$ cat src/rtl/riscv_pkg.sv
// Shared RISC-V pipeline definitions: control-word bit positions and the bubble control word.
package riscv_pkg;

  localparam int CTRL_W = 10;

  // Bit positions inside the {reg_write,mem_read,mem_write,mem_to_reg,alu_src,branch,jump,alu_op[2:0]} word
  localparam int CTRL_REG_WRITE  = 9;
  localparam int CTRL_MEM_READ   = 8;
  localparam int CTRL_MEM_WRITE  = 7;
  localparam int CTRL_MEM_TO_REG = 6;
  localparam int CTRL_ALU_SRC    = 5;
  localparam int CTRL_BRANCH     = 4;
  localparam int CTRL_JUMP       = 3;
  localparam int CTRL_ALU_OP     = 0;
  localparam int CTRL_ALU_OP_W   = 3;

  // A bubble writes nothing and touches no memory, so forwarding and hazard logic never match it
  localparam logic [CTRL_W-1:0] CTRL_NOP = '0;

endpackage

$ cat src/rtl/hazard_detect.sv
// Combinational load-use detector and PC / IF-ID write enables.
module hazard_detect (
  input  logic       id_ex_valid,
  input  logic       id_ex_mem_read,
  input  logic [4:0] id_ex_rd,
  input  logic       id_valid,
  input  logic [4:0] id_rs1,
  input  logic [4:0] id_rs2,
  input  logic       id_use_rs1,
  input  logic       id_use_rs2,
  input  logic       hold,
  input  logic       flush,
  output logic       lu,
  output logic       pc_write,
  output logic       if_id_write
);

  // A load in EX whose result the decode instruction actually reads; x0 never hazards.
  // A flush kills the instruction anyway, so it cancels the stall.
  always_comb begin
    lu = id_ex_valid & id_ex_mem_read & (id_ex_rd != 5'd0) & id_valid &
         ((id_use_rs1 & (id_rs1 == id_ex_rd)) | (id_use_rs2 & (id_rs2 == id_ex_rd)));
    pc_write    = ~(hold | (lu & ~flush));
    if_id_write = pc_write;
  end

endmodule

$ cat src/rtl/id_ex_stage_reg.sv
// ID/EX pipeline register with load-use bubble insertion, branch flush, WB bypass
// and saturating bubble/flush counters.
//
// Flow control: id_valid marks a real instruction in decode; the slot advances on every
// edge where hold=0. hold=1 freezes this stage entirely (flush and hazards are ignored).
// When pc_write/if_id_write are 0 upstream must keep the same decode instruction presented.
module id_ex_stage_reg
  import riscv_pkg::*;
#(
  parameter int XLEN  = 32,
  parameter int CNT_W = 16
) (
  input  logic              clk,
  input  logic              rst_n,
  input  logic              hold,
  input  logic              flush,
  input  logic              id_valid,
  input  logic [XLEN-1:0]   id_pc,
  input  logic [4:0]        id_rs1,
  input  logic [4:0]        id_rs2,
  input  logic              id_use_rs1,
  input  logic              id_use_rs2,
  input  logic [4:0]        id_rd,
  input  logic [XLEN-1:0]   id_rs1_data,
  input  logic [XLEN-1:0]   id_rs2_data,
  input  logic [XLEN-1:0]   id_imm,
  input  logic [CTRL_W-1:0] id_ctrl,
  input  logic              wb_reg_write,
  input  logic [4:0]        wb_rd,
  input  logic [XLEN-1:0]   wb_data,
  output logic              id_ex_valid,
  output logic [XLEN-1:0]   id_ex_pc,
  output logic [XLEN-1:0]   id_ex_rs1_data,
  output logic [XLEN-1:0]   id_ex_rs2_data,
  output logic [XLEN-1:0]   id_ex_imm,
  output logic [4:0]        id_ex_rs1,
  output logic [4:0]        id_ex_rs2,
  output logic [4:0]        id_ex_rd,
  output logic [CTRL_W-1:0] id_ex_ctrl,
  output logic              pc_write,
  output logic              if_id_write,
  output logic [CNT_W-1:0]  bubble_cnt,
  output logic [CNT_W-1:0]  flush_cnt
);

  logic            lu;
  logic [XLEN-1:0] rs1_data_byp;
  logic [XLEN-1:0] rs2_data_byp;

  function automatic logic [CNT_W-1:0] sat_inc(input logic [CNT_W-1:0] v);
    return (&v) ? v : v + 1'b1;
  endfunction

  hazard_detect u_hazard_detect (
    .id_ex_valid    (id_ex_valid),
    .id_ex_mem_read (id_ex_ctrl[CTRL_MEM_READ]),
    .id_ex_rd       (id_ex_rd),
    .id_valid       (id_valid),
    .id_rs1         (id_rs1),
    .id_rs2         (id_rs2),
    .id_use_rs1     (id_use_rs1),
    .id_use_rs2     (id_use_rs2),
    .hold           (hold),
    .flush          (flush),
    .lu             (lu),
    .pc_write       (pc_write),
    .if_id_write    (if_id_write)
  );

  // WB writes the regfile in the same cycle decode reads it, so take the WB value directly
  always_comb begin
    rs1_data_byp = id_rs1_data;
    rs2_data_byp = id_rs2_data;
    if (wb_reg_write && (wb_rd != 5'd0) && (wb_rd == id_rs1)) rs1_data_byp = wb_data;
    if (wb_reg_write && (wb_rd != 5'd0) && (wb_rd == id_rs2)) rs2_data_byp = wb_data;
  end

  // Stage register: hold > flush > load-use bubble > normal latch
  always_ff @(posedge clk) begin
    if (!rst_n) begin
      id_ex_valid    <= 1'b0;
      id_ex_pc       <= '0;
      id_ex_rs1_data <= '0;
      id_ex_rs2_data <= '0;
      id_ex_imm      <= '0;
      id_ex_rs1      <= '0;
      id_ex_rs2      <= '0;
      id_ex_rd       <= '0;
      id_ex_ctrl     <= CTRL_NOP;
      bubble_cnt     <= '0;
      flush_cnt      <= '0;
    end else if (hold) begin
      // frozen: keep everything
    end else if (flush || lu) begin
      id_ex_valid    <= 1'b0;
      id_ex_pc       <= '0;
      id_ex_rs1_data <= '0;
      id_ex_rs2_data <= '0;
      id_ex_imm      <= '0;
      id_ex_rs1      <= '0;
      id_ex_rs2      <= '0;
      id_ex_rd       <= '0;
      id_ex_ctrl     <= CTRL_NOP;
      if (flush) flush_cnt  <= sat_inc(flush_cnt);
      else       bubble_cnt <= sat_inc(bubble_cnt);
    end else begin
      id_ex_valid    <= id_valid;
      id_ex_pc       <= id_pc;
      id_ex_rs1_data <= rs1_data_byp;
      id_ex_rs2_data <= rs2_data_byp;
      id_ex_imm      <= id_imm;
      id_ex_rs1      <= id_rs1;
      id_ex_rs2      <= id_rs2;
      id_ex_rd       <= id_rd;
      id_ex_ctrl     <= id_valid ? id_ctrl : CTRL_NOP;
    end
  end

endmodule

$ cat config.mk
export PLATFORM = sky130hd
export DESIGN_NAME = id_ex_stage_reg
export DESIGN_NICKNAME = d
export VERILOG_FILES = /design/src/rtl/riscv_pkg.sv /design/src/rtl/hazard_detect.sv /design/src/rtl/id_ex_stage_reg.sv
export SDC_FILE = /design/constraint.sdc
export NUM_CORES = 1
export LEC_CHECK = 0
export CORE_AREA = 3 3 168 170
export DETAILED_ROUTE_END_ITERATION = 8
export DIE_AREA = 0 0 171 173
export GPL_TIMING_DRIVEN = 0
export SYNTH_ARGS = -nofsm -noshare
export SYNTH_HDL_FRONTEND = slang
export SYNTH_SLANG_ARGS = --single-unit
$ cat constraint.sdc
create_clock -name clk -period 2.14 [get_ports clk]
set_input_delay 0.214 -clock clk [delete_from_list [all_inputs] [get_ports clk]]
set_output_delay 0.214 -clock clk [all_outputs]
set_load 0.1 [all_outputs]
-- After elaboration in Yosys (flattened, before gate mapping)
Index checks and enable logic that the tools add are counted.
- bitwise gates (word level): 14
- add/subtract/negate cells: 2
- eq/ne operators: 4
- mux-type cells: 12
- reductions and logical operators: 10
- operator list (operator ; number):
    32-bit 2-to-1 mux ; 6
    16-bit by 1-bit adder with 16-bit output (second input constant) ; 2
    16-bit AND reduction ; 2
    5-bit == test ; 4
    10-bit 2-to-1 mux ; 2
    5-bit 2-to-1 mux ; 3
    5-bit nonzero test ; 2
    4-bit AND reduction ; 2
    1-bit bitwise AND ; 7
    1-bit NOT ; 5
    1-bit logical AND ; 3
    1-bit bitwise OR ; 2
    1-bit logical OR ; 1
    1-bit 2-to-1 mux ; 1
- logic and storage cells: 53
- register bits: 186

-- Longest topological paths before layout
- word-level depth: 7
- gate-level depth with buffers: 9
- mapped depth without buffers: 7

-- Modules after synthesis
A second synthesis with hierarchy kept.
- cell total of the unflattened synthesis: 867
- area, all modules: 7877.6 um^2
- modules (own cells, without submodules) (module ; times used ; seq. area each (um^2) ; cells an instance ; area an instance (um^2)):
    id_ex_stage_reg ; 1 ; 3723.6 ; 845 ; 7714.9
    hazard_detect ; 1 ; 0.0 ; 22 ; 162.7

-- Worst setup path after synthesis
Ideal clock, no wire load.
- kind: flip-flop to output port
- start: register id_ex_rd[4]
- end: output port pc_write
- arrival time: 3.374 ns
- slack: -1.448 ns
- stages on the path, launching flop included: 8
- required time: 1.926 ns
- path buffers: 1
- cells stage by stage: dfxtp_1 xnor2_1 nand4_1 o22ai_4 nand2_1 nor2_1 nor2_1 buf_4
- word-level cells in the longest chain between the ends: 7
- elaborated cells between the ends (all ways): 12
- those cells by class: 2 x eq/ne; 9 x bitwise; 1 x reduce/logical
- ends and longest elaborated chain (item ; line ; source):
    start: declaration ; id_ex_stage_reg.sv:38 ; output logic [4:0] id_ex_rd,
    start signal: assignment ; id_ex_stage_reg.sv:114 ; id_ex_rd <= id_rd;
    5-bit == test / 5-bit nonzero test (equally long branches) ; hazard_detect.sv:22, hazard_detect.sv:21 ;
    1-bit bitwise AND (on tied branches) ; hazard_detect.sv:22, hazard_detect.sv:21 ;
    1-bit bitwise OR / 1-bit bitwise AND (equally long branches) ; hazard_detect.sv:22, hazard_detect.sv:21 ;
    1-bit bitwise AND (*) ; hazard_detect.sv:21 ; lu = id_ex_valid & id_ex_mem_read & (id_ex_rd != 5'd0) & id_valid &
    1-bit bitwise AND (*) ; hazard_detect.sv:23 ; pc_write = ~(hold | (lu & ~flush));
    1-bit bitwise OR (*) ; hazard_detect.sv:23 ;
    1-bit NOT (*) ; hazard_detect.sv:23 ;
    end: declaration ; id_ex_stage_reg.sv:40 ; output logic pc_write,
Every way passes the cells marked *; elsewhere a longest branch is shown, timed or not.

-- Worst setup path after layout
- start: register id_ex_rd[4]
- end: register bubble_cnt[11]
- word-level cells in the longest chain between the ends: 6
- elaborated cells between the ends (all ways): 11
- those cells by class: 2 x eq/ne; 6 x bitwise; 3 x reduce/logical
- ends and longest elaborated chain (item ; line ; source):
    5-bit == test / 5-bit nonzero test (equally long branches) ; hazard_detect.sv:22, hazard_detect.sv:21 ;
    1-bit bitwise AND (on tied branches) ; hazard_detect.sv:22, hazard_detect.sv:21 ;
    1-bit bitwise OR / 1-bit bitwise AND (equally long branches) ; hazard_detect.sv:22, hazard_detect.sv:21 ;
    1-bit bitwise AND (*) ; hazard_detect.sv:21 ;
    1-bit logical OR (*) ; id_ex_stage_reg.sv:94 ; end else if (flush || lu) begin
    4-bit AND reduction (no source line) (*) ; n/a ;
    end signal: assignment ; id_ex_stage_reg.sv:105 ; else bubble_cnt <= sat_inc(bubble_cnt);
    end: declaration ; id_ex_stage_reg.sv:42 ; output logic [CNT_W-1:0] bubble_cnt,
Marks and branches as above.
A chain may end at the register's enable or synchronous reset.

==> metrics.sh <==
RUN_STATUS='complete, no violations'
CP.ARRIVAL_NS=2.46
WORSTSKEWPAIRLATENCY_NS=0.43
PLACEABLECOREAREA_MM2=0.0269
CRITICAL_PATH_PEAK_FANOUT=10
SYNTH_LARGEST_AREA_CELL='sky130_fd_sc_hd__dfxtp_1'
POWER_PER_CELL_AREA_mW_PER_MM2=709
TIMING.FINAL.MAX_SLEW_VIOLATIONS=0
FINAL_CORE_UTILIZATION_PCT=45.3
OVERALL_DIE_AREA_MM2=0.0296
YOSYS_WARNINGS=0
FIN_TOTAL_PWR_W=0.00863
NUMBER_OF_ANTENNA_VIOLATIONS_AT_THE_FIRST_CHECK_IN_GLOBAL_ROUTING=4
MAX_CAP_VIOL_COUNT=0
CTS.SINKS=186
NETLIST_AREA_PRE_PLACE_MM2=0.00718
FINALSETUPVIOLCOUNT=0
FINAL_NET_COUNT=1304
DRT.ANTENNA.VIOLATING_NETS=0
FINISH.CELL_COUNT_WITHOUT_FILLERS=1458
DETAIL_ROUTE.ITER0.VIOLATIONS=330
CRITICAL_PATH.STARTPOINT_TYPE='flip-flop'
ROUTED-VIA-COUNT=6769
TIMING.CLOCK.SKEW_NS=0.0200
FIRST_PASS_GRT_WIRE_LENGTH_MM=42.0
YOSYS_REGISTER_BITS=186
DIEWIDTH_UM=171
SYN_NETS=894
DRCVIOLATIONCOUNT=0
GPL.FINAL_WEIGHTED_CONGESTION=0.814
RSZ0062_AT_GRT='yes'
ANTENNA_DIODES=0
LEAKAGE_nW=5.62
SLEW-LIMIT-HEADROOM_PCT=28.2
HOLD_VIOL_FINAL=0
SYNTH_SEQ_AREA_SHARE_PCT=51.9
DIE_H_UM=173
SYNTH_AREA_PER_CELL_UM2=10.3
CTS-BUFFERS-INSERTED=17
TIMING.CRITICAL_PATH.REQUIRED_NS=2.49
CRIT_TYPE='flip-flop to flip-flop'
WORST_IR_DROP_ON_VDD_mV=0.434
NUMPLACEDINSTANCES=1419
IO-PIN-COUNT=386
FINAL.MIN_CLOCK_PERIOD_NS=2.10
PLACED_CELL_AREA_MM2=0.0115
YOSYS.CELL_TYPES.COUNT=43
ASYNC_FLOP_SHARE_PCT=0
YOSYSMOSTFREQUENTCELL='sky130_fd_sc_hd__dfxtp_1'
NETLIST_TOP_CELLS_COUNT='sky130_fd_sc_hd__dfxtp_1 (186), sky130_fd_sc_hd__a22o_1 (89), sky130_fd_sc_hd__nand2_1 (80), sky130_fd_sc_hd__mux2i_1 (65), sky130_fd_sc_hd__o21ai_0 (56)'
LAYOUT.CELL_AREA.NON_FILLER_MM2=0.0122
SYNTH.TOP_CELL.AREA_SHARE_PCT=51.9
MIN_PATH_TYPE='primary input to flip-flop'
ROWS=60
SYNTH_ENABLE_FLOP_CELLS=0
INITIAL_CORE_UTIL_PCT=26.7
CRIT_SHARE_POST_ROUTE_PCT=98.3
CLOCK_PIN_TRANSITION_ON_THE_WORST_SETUP_AND_HOLD_TIMING_PATHS_NS=0.07
PIN_COUNT_OF_THE_BIGGEST_NET_ENTERING_GLOBAL_ROUTING=18
TOTALNEGATIVESETUPSLACK_NS=0
CTS-ROOT-TO-SINK-BUFFERS=2
VIAS_PER_CELL=4.64
LAYOUT-AREA-OVERHEAD-VS-SYNTH_PCT=69.5
SYNTH-MAIN-FF-CELL='sky130_fd_sc_hd__dfxtp_1'
GRT.OVERFLOW.TOTAL=0
CTSROOTBUFFERMASTER='sky130_fd_sc_hd__clkbuf_16'
FIRSTDRTPASSITERS=4
SYNTHESIS.INSTANCES=694
DRIVE_GT1_SHARE_PCT=10.7
SYNTH_AREA_LEADERS='sky130_fd_sc_hd__dfxtp_1 (52%), sky130_fd_sc_hd__a22o_1 (11%), sky130_fd_sc_hd__mux2i_1 (9.1%)'
FMAX_MHz=476
DPL.HPWL_MM=21.8
N_FILL_CELL=2667
GR-USAGE-ALL-LAYERS_PCT=18.4
MAXIMUM_LEVEL_OF_THE_CTS_H_TREE=4
WORST_PIN_SLEW_NS=1.08
GRT_PASS1_VIAS=6905
PORT-BUFFER-COUNT=384
POSTROUTEWIRELENGTH_MM=27.8
AVGROUTEDWIREPERCELL_UM=19.1
TIMING.CRITICAL_PATH.TO_TYPE='flip-flop'
CTS_TREE='yes'
==> placed cells by master (no fill, tap or decap), drive strengths merged, types with 2 or more instances in the layout <==
cell type      netlist  final
a21boi              12     12
a21oi                2      2
a22o                89     89
and2                22     22
and3                 6      6
and4                 2      2
buf                 14     23
clkbuf              32     52
clkdlybuf4s50        0    192
clkinvlp             0      3
dfxtp              186    186
dlygate4sd2          0    157
dlymetal6s2s         0     33
ha                   2      2
inv                  4     11
mux2i               65     65
nand2               81     81
nand3               18     18
nand4                9      9
nor2                 6      6
nor3                 3      3
nor4                 2      2
o211a                2      2
o21ai               72     72
o31ai                6      6
or3                  6      6
or4                  6      6
xnor2               30     30
xor2                 7      7
==> per-stage QoR <==
stage               setup WS [ns]  hold slack (ns)
finish                     0.0372            0.125
global placement            -1.10            0.433
detailed placement          -1.12            0.440
floorplan                 -0.0609            0.339
CTS                       -0.0469            0.102
global route              -0.0631            0.111
==> report_power, final <==
group	internal (W)	total, W	switching (W)
combinational	0.000582	0.00179	0.00121
sequential	0.00357	0.00363	0.0000637
clock	0.00171	0.00321	0.00150
==> sequential cells by signal, indices dropped and copies added, names as in the netlist <==
| name | cells |
|---|---|
| id_ex_rs1_data | 32 |
| id_ex_pc | 32 |
| id_ex_imm | 32 |
| flush_cnt | 16 |
| id_ex_rd | 5 |
| id_ex_rs2_data | 32 |
| bubble_cnt | 16 |
| id_ex_valid | 1 |
| id_ex_ctrl | 10 |
| id_ex_rs2 | 5 |
| id_ex_rs1 | 5 |
==> area by class of cell <==
cell class	instances	area (um^2)	share of cell area (%)
Timing Repair Buffer	392	3800	31.2
Sequential cell	186	3790	31.1
Multi-Input combinational cell	458	3330	27.3
Clock buffer	20	457	3.75
Tap cell	341	427	3.51
Buffer	45	229	1.88
Clock inverter	12	130	1.07
Inverter	4	15.0	0.123
==> cells by family after synthesis <==
logic type	count (synthesis)	share of synthesized area (%)
compound gates	188	19.2
flops	186	51.9
simple gates	166	12.0
mux	65	9.06
buf+inv	50	3.05
xor+xnor	37	4.51
fa+ha+maj	2	0.348
==> critical path, cell delays in order (launching register included) <==
cell	delay, ns
sky130_fd_sc_hd__dfxtp_4	0.40
sky130_fd_sc_hd__xnor2_2	0.12
sky130_fd_sc_hd__nand4_1	0.15
sky130_fd_sc_hd__o22ai_4	0.22
sky130_fd_sc_hd__buf_4	0.17
sky130_fd_sc_hd__buf_4	0.13
sky130_fd_sc_hd__nand2_2	0.08
sky130_fd_sc_hd__buf_6	0.15
sky130_fd_sc_hd__or4_1	0.46
sky130_fd_sc_hd__a21boi_1	0.14
==> path summary, 6_finish.rpt <==
| check | from | end | slack (ns) | depth (start not counted) |
|---|---|---|---|---|
| hold reg to reg | id_ex_rs1_data[3]$_SDFFE_PN0N_ | id_ex_rs1_data[3]$_SDFFE_PN0N_ | 0.44 | 2 |
| hold / removal | rst_n | flush_cnt[3]$_SDFFE_PN0P_ | 0.12 | 2 |
| setup / recovery | id_ex_rd[4]$_SDFFE_PN0N_ | bubble_cnt[11]$_SDFFE_PN0P_ | 0.04 | 9 |
| setup reg to reg | id_ex_rd[4]$_SDFFE_PN0N_ | bubble_cnt[11]$_SDFFE_PN0P_ | 0.04 | 9 |
==> repair_timing <==
action | CTS | global route
pin swaps | 2 | 11
cloned | 0 | 0
resized for setup | 182 | 52
hold buffers | 0 | 0
setup buffers | 2 | 6
setup endpoints to repair | 239 | 120
==> per-layer routing <==
metal / share of wire [%] / wire length [um] / global-route usage [%]
met1: 42 / 11700 / 22.7
met2: 48 / 13500 / 31.5
met3: 7.3 / 2020 / 5.12
met4: 1.8 / 503 / 5.16
met5: 0.22 / 61 / 0
Note: power is estimated with default switching activity, not from simulation.
==> RTL edit 1, RTL diff (same flow settings) <==
The parameter `CNT_W` goes from 16 to 32.
--- a/src/rtl/id_ex_stage_reg.sv
+++ b/src/rtl/id_ex_stage_reg.sv
@@ -9,5 +9,5 @@
 #(
   parameter int XLEN  = 32,
-  parameter int CNT_W = 16
+  parameter int CNT_W = 32
 ) (
   input  logic              clk,
Ports: changed (resized bubble_cnt and flush_cnt); port bits go from 386 to 418. No check against the original RTL was run, so the function may have changed too.
==> RTL edit 1 against the original RTL <==
The run now ends with negative setup slack left; routed wire length rose by 29%; setup slack got worse by 0.47 ns; highest routed layer unchanged; synthesized area rose by 21%; power rose by 22%; die area did not move; largest cell class unchanged; largest power group is now the clock network; core utilization rose by 10 points; sequential cell count rose by 32; cell area rose by 22%; register-to-register slack got worse by 0.35 ns.
==> RTL edit 1: results (changes against the original RTL) <==
* Post-synthesis sequential area ratio at 0.501 (-0.0179)
* Pre-CTS setup slack at -1.07 ns (+0.0502 ns)
* Combinational Power at 1.86 mW (+4%)
* Outcome: finished with violations
* Maximum clock insertion buffer count at 3 (+1)
* Pleak at 6.32 nW (+12%)
* Failing checks: negative setup slack
* H-tree levels at 1 (-3)
* First-pass GRT wire length at 52,300 um (+25%)
* Unique masters post-synth at 51 (+19%)
* Initial antenna violation count at 3 (-1)
* Worst path slowest cell: or4_4
* Clock skew at 0.00830 ns (-0.0117 ns)
* Net count, final at 1,582 (+21%)
* Flop2flop setup slack at -0.31 ns (-0.35 ns)
* Slowest stage delay, CP at 0.56 ns (+0.10 ns)
* Switching part of the total at 0.293 (-0.0278)
* Post-route setup slack at -0.432 ns (-0.469 ns)
* Sequential power at 4.20 mW (+16%)
* Hold Path Sink: id_ex_imm[25]
* Num CTS Buffers at 26 (+9)
* RR Endpoint: id_ex_ctrl[5]
* Vias in the first global route at 8,498 (+23%)
* HP Start: id_imm[25]
* GP Congestion at 0.851 (+4.6%)
* Worst Max-Slew Pin Slew at 1.10 ns (+0.0162 ns)
* Endpoints failing setup at 137 (+137)
* Area of placed instances at 13,500 um^2 (+17%)
* FF-to-FF path depth at 7 (-2)
* Crit-path max FO at 3 (-7)
* Final wirelength at 35,800 um (+29%)
* Gr usage total at 0.226 (+0.0421)
* Fraction of layout cells with a size suffix above 1 at 0.174 (+0.0675)
* Seq pwr share at 0.398 (-0.023)
* Top post-synthesis cells by area: dfxtp_1 (50%), a22o_1 (8.9%), mux2i_1 (7.6%)
* 1st-iter DRT viols at 428 (+30%)
* WS Path Type: flip-flop to output port
RTL edit 1: area by class of cell:
type	count	area, um^2	area share
repair buffers	451	4280	0.287
multi-input cells	623	4410	0.296
clock inverters	16	155	0.0104
inverters	10	37.5	0.00252
diodes	2	5.00	0.000336
flip-flops and latches	218	4540	0.305
plain buffers	52	328	0.0220
clock buffers	32	714	0.0480
well taps	341	427	0.0287
RTL edit 1: kinds of logic (layout without fill, tap and decap cells):
| group | Yosys count | in the layout | synth area share |
|---|---|---|---|
| XOR/XNOR | 48 | 48 | 0.0482 |
| buffers and inverters | 64 | 561 | 0.0317 |
| adder cells (fa/ha/maj) | 2 | 2 | 0.00287 |
| other | 0 | 2 | 0 |
| flip-flops | 218 | 218 | 0.501 |
| AND/OR/NAND/NOR | 274 | 276 | 0.159 |
| AO/OA/AOI/OAI | 231 | 231 | 0.182 |
| multiplexers | 66 | 66 | 0.0758 |
RTL edit 1: worst max-delay path by stage:
| stage | to | slack (ns) |
|---|---|---|
| floorplan | pc_write | -0.32 |
| global placement | pc_write | -1.07 |
| detailed placement | pc_write | -1.07 |
| CTS | pc_write | -0.49 |
| global route | pc_write | -0.53 |
| finish | pc_write | -0.43 |
RTL edit 1: layer usage:
| metal | vias to the layer above | routed length [um] | share of wire | GRT usage |
|---|---|---|---|---|
| li1 | 4280 | - | - | - |
| met1 | 4147 | 14400 | 0.40 | 0.276 |
| met2 | 289 | 18000 | 0.50 | 0.394 |
| met3 | 49 | 2460 | 0.069 | 0.0576 |
| met4 | 2 | 960 | 0.027 | 0.0624 |
| met5 | - | 7 | 0.00020 | 0 |
RTL edit 1: timing repair:
action                                  CTS  global route
buffers inserted                         12            17
hold endpoints to repair                  0             0
resized for setup                       288            81
endpoints found under the setup margin  407           202
pin swaps                                10            34
gates cloned                              3             6
==> RTL edit 2, RTL diff (same settings) <==
Made on the original files. Register the output `id_ex_valid` once more, with the module's reset; this adds one clock of latency there. The other outputs are not delayed to match.
--- a/src/rtl/id_ex_stage_reg.sv
+++ b/src/rtl/id_ex_stage_reg.sv
@@ -44,4 +44,6 @@
 );
 
+  logic id_ex_valid_s0;
+
   logic            lu;
   logic [XLEN-1:0] rs1_data_byp;
@@ -53,5 +55,5 @@
 
   hazard_detect u_hazard_detect (
-    .id_ex_valid    (id_ex_valid),
+    .id_ex_valid    (id_ex_valid_s0),
     .id_ex_mem_read (id_ex_ctrl[CTRL_MEM_READ]),
     .id_ex_rd       (id_ex_rd),
@@ -79,5 +81,5 @@
   always_ff @(posedge clk) begin
     if (!rst_n) begin
-      id_ex_valid    <= 1'b0;
+      id_ex_valid_s0 <= 1'b0;
       id_ex_pc       <= '0;
       id_ex_rs1_data <= '0;
@@ -93,5 +95,5 @@
       // frozen: keep everything
     end else if (flush || lu) begin
-      id_ex_valid    <= 1'b0;
+      id_ex_valid_s0 <= 1'b0;
       id_ex_pc       <= '0;
       id_ex_rs1_data <= '0;
@@ -105,5 +107,5 @@
       else       bubble_cnt <= sat_inc(bubble_cnt);
     end else begin
-      id_ex_valid    <= id_valid;
+      id_ex_valid_s0 <= id_valid;
       id_ex_pc       <= id_pc;
       id_ex_rs1_data <= rs1_data_byp;
@@ -117,4 +119,12 @@
   end
 
+  always_ff @(posedge clk) begin
+    if (!rst_n) begin
+      id_ex_valid <= '0;
+    end else begin
+      id_ex_valid <= id_ex_valid_s0;
+    end
+  end
+
 endmodule
 
Formal check against the unedited RTL: not equivalent (Yosys sat finds a counterexample within 4 cycles, from zero or initial values and one cycle with rst_n low).
==> RTL edit 2 against the original RTL <==
The run now ends with negative setup slack left; sequential cell count grew 1; highest routed layer is now met4; via count grew 2.6%; count of clock-buffer cells in the layout shrank 2; sequential share of layout area is essentially flat; die area is the same; routed wire length grew 0.93%; hold slack gained 0.13 ns; largest power group unchanged; setup slack lost 0.14 ns; synthesized area grew 0.12%; power grew 0.70%; cell area grew 0.88%.
==> RTL edit 2: results (changes against the original RTL) <==
* Pleak at 5.42 nW (-3.6%)
* Fraction of layout cells with a size suffix above 1 at 0.123 (+0.0169)
* Largest net degree at the start of global routing at 21 (+3)
* CP arrival at 2.03 ns (-0.43 ns)
* Via density at 4.71 (+1.4%)
* Setup TNS at -0.294 ns (-0.294 ns)
* Failing checks: negative setup slack
* Clock skew at 0.0196 ns (-0.000332 ns)
* First-pass GRT wire length at 42,500 um (+1.1%)
* Worst path slowest cell: dfxtp_4
* Net count, final at 1,321 (+1.3%)
* Outcome: finished with violations
* Top post-synthesis cells by area: dfxtp_1 (52%), a22o_1 (9.7%), mux2i_1 (9.6%)
* Post-route setup slack at -0.107 ns (-0.144 ns)
* 1st-iter DRT viols at 287 (-13%)
* DP Wirelength at 21,800 um (+0.31%)
* Gr usage total at 0.184 (about the same)
* Initial antenna violation count at 0 (-4)
* Cell count after synthesis at 707 (+1.9%)
* Slowest stage delay, CP at 0.38 ns (-0.08 ns)
* Endpoints failing setup at 4 (+4)
* Post-synthesis sequential area ratio at 0.521 (+0.00215)
* Non-Filler Instances at 1,475 (+1.2%)
* GP Congestion at 0.800 (-1.7%)
* Area of placed instances at 11,600 um^2 (+0.30%)
* Top post-synthesis cells by count: dfxtp_1 (187), nand2_1 (81), a22o_1 (80)
* Crit-path max FO at 5 (-5)
* Iteration count of the initial detailed-routing pass at 5 (+1)
==> RTL edit 2: final cells by class <==
type                    count  area, um^2
plain buffers              46         253
clock buffers              18         429
clock inverters            14         178
fillers                  2661       14600
inverters                   4        15.0
multi-input cells         467        3360
flip-flops and latches    187        3820
well taps                 341         427
repair buffers            398        3800
==> RTL edit 2: worst paths after layout <==
path	slack [ns]	cells past startpoint	endpoint
max reg2reg	-0.10	10	bubble_cnt[14]
min	0.25	3	bubble_cnt[8]
max	-0.11	9	pc_write
min reg2reg	0.45	2	id_ex_rs2_data[3]
==> RTL edit 2: worst max-delay path: cells and delay by family (launching register included) <==
kind / cells / cell delay (ns)
xor gates and xnor gates: 1 / 0.14
and+or+nand+nor: 4 / 0.42
DFF: 1 / 0.38
AOI/OAI and AO/OA: 1 / 0.24
buffers and inverters: 3 / 0.42
==> RTL edit 2: routing by layer <==
metal	up-vias	GRT usage	part of all wire
met3	19	0.0709	0.094
met5	-	0	0
met1	3254	0.219	0.41
met2	275	0.316	0.49
li1	3395	-	-
met4	0	0.0362	0.011
==> RTL edit 2: timing repair <==
action / 4_1_cts / 5_1_grt
resized for setup: 208 / 60
setup buffers: 11 / 4
endpoints found under the setup margin: 329 / 100
pin swaps: 7 / 8
hold endpoints to repair: 0 / 0
==> RTL edit 2: kinds of logic after synthesis <==
group,share of synthesized area
buffers and inverters,0.0315
DFF,0.521
adders and majority gates,0.00348
xor gates and xnor gates,0.0414
muxes,0.0961
AOI/OAI and AO/OA,0.183
and+or+nand+nor,0.123
==> RTL edit 2: stage by stage <==
| step | hold slack [ns] | utilization | power [mW] | setup slack (ns) |
|---|---|---|---|---|
| final | 0.250 | 0.457 | 8.69 | -0.107 |
| after global routing | 0.270 | 0.457 | 9.02 | -0.198 |
| after CTS | 0.231 | 0.451 | 8.79 | -0.126 |
| after detailed placement | 0.441 | 0.430 | 5.58 | -1.49 |
| after global placement | 0.434 | 0.430 | 5.57 | -1.46 |
| after floorplan | 0.339 | - | 4.84 | -0.136 |
==> RTL edit 2: report_power, final <==
group,leakage (nW),internal [mW],switching (mW),total [mW]
sequential,1.54,3.58,0.0670,3.65
combinational,3.58,0.583,1.21,1.79
clock,0.292,1.59,1.66,3.25
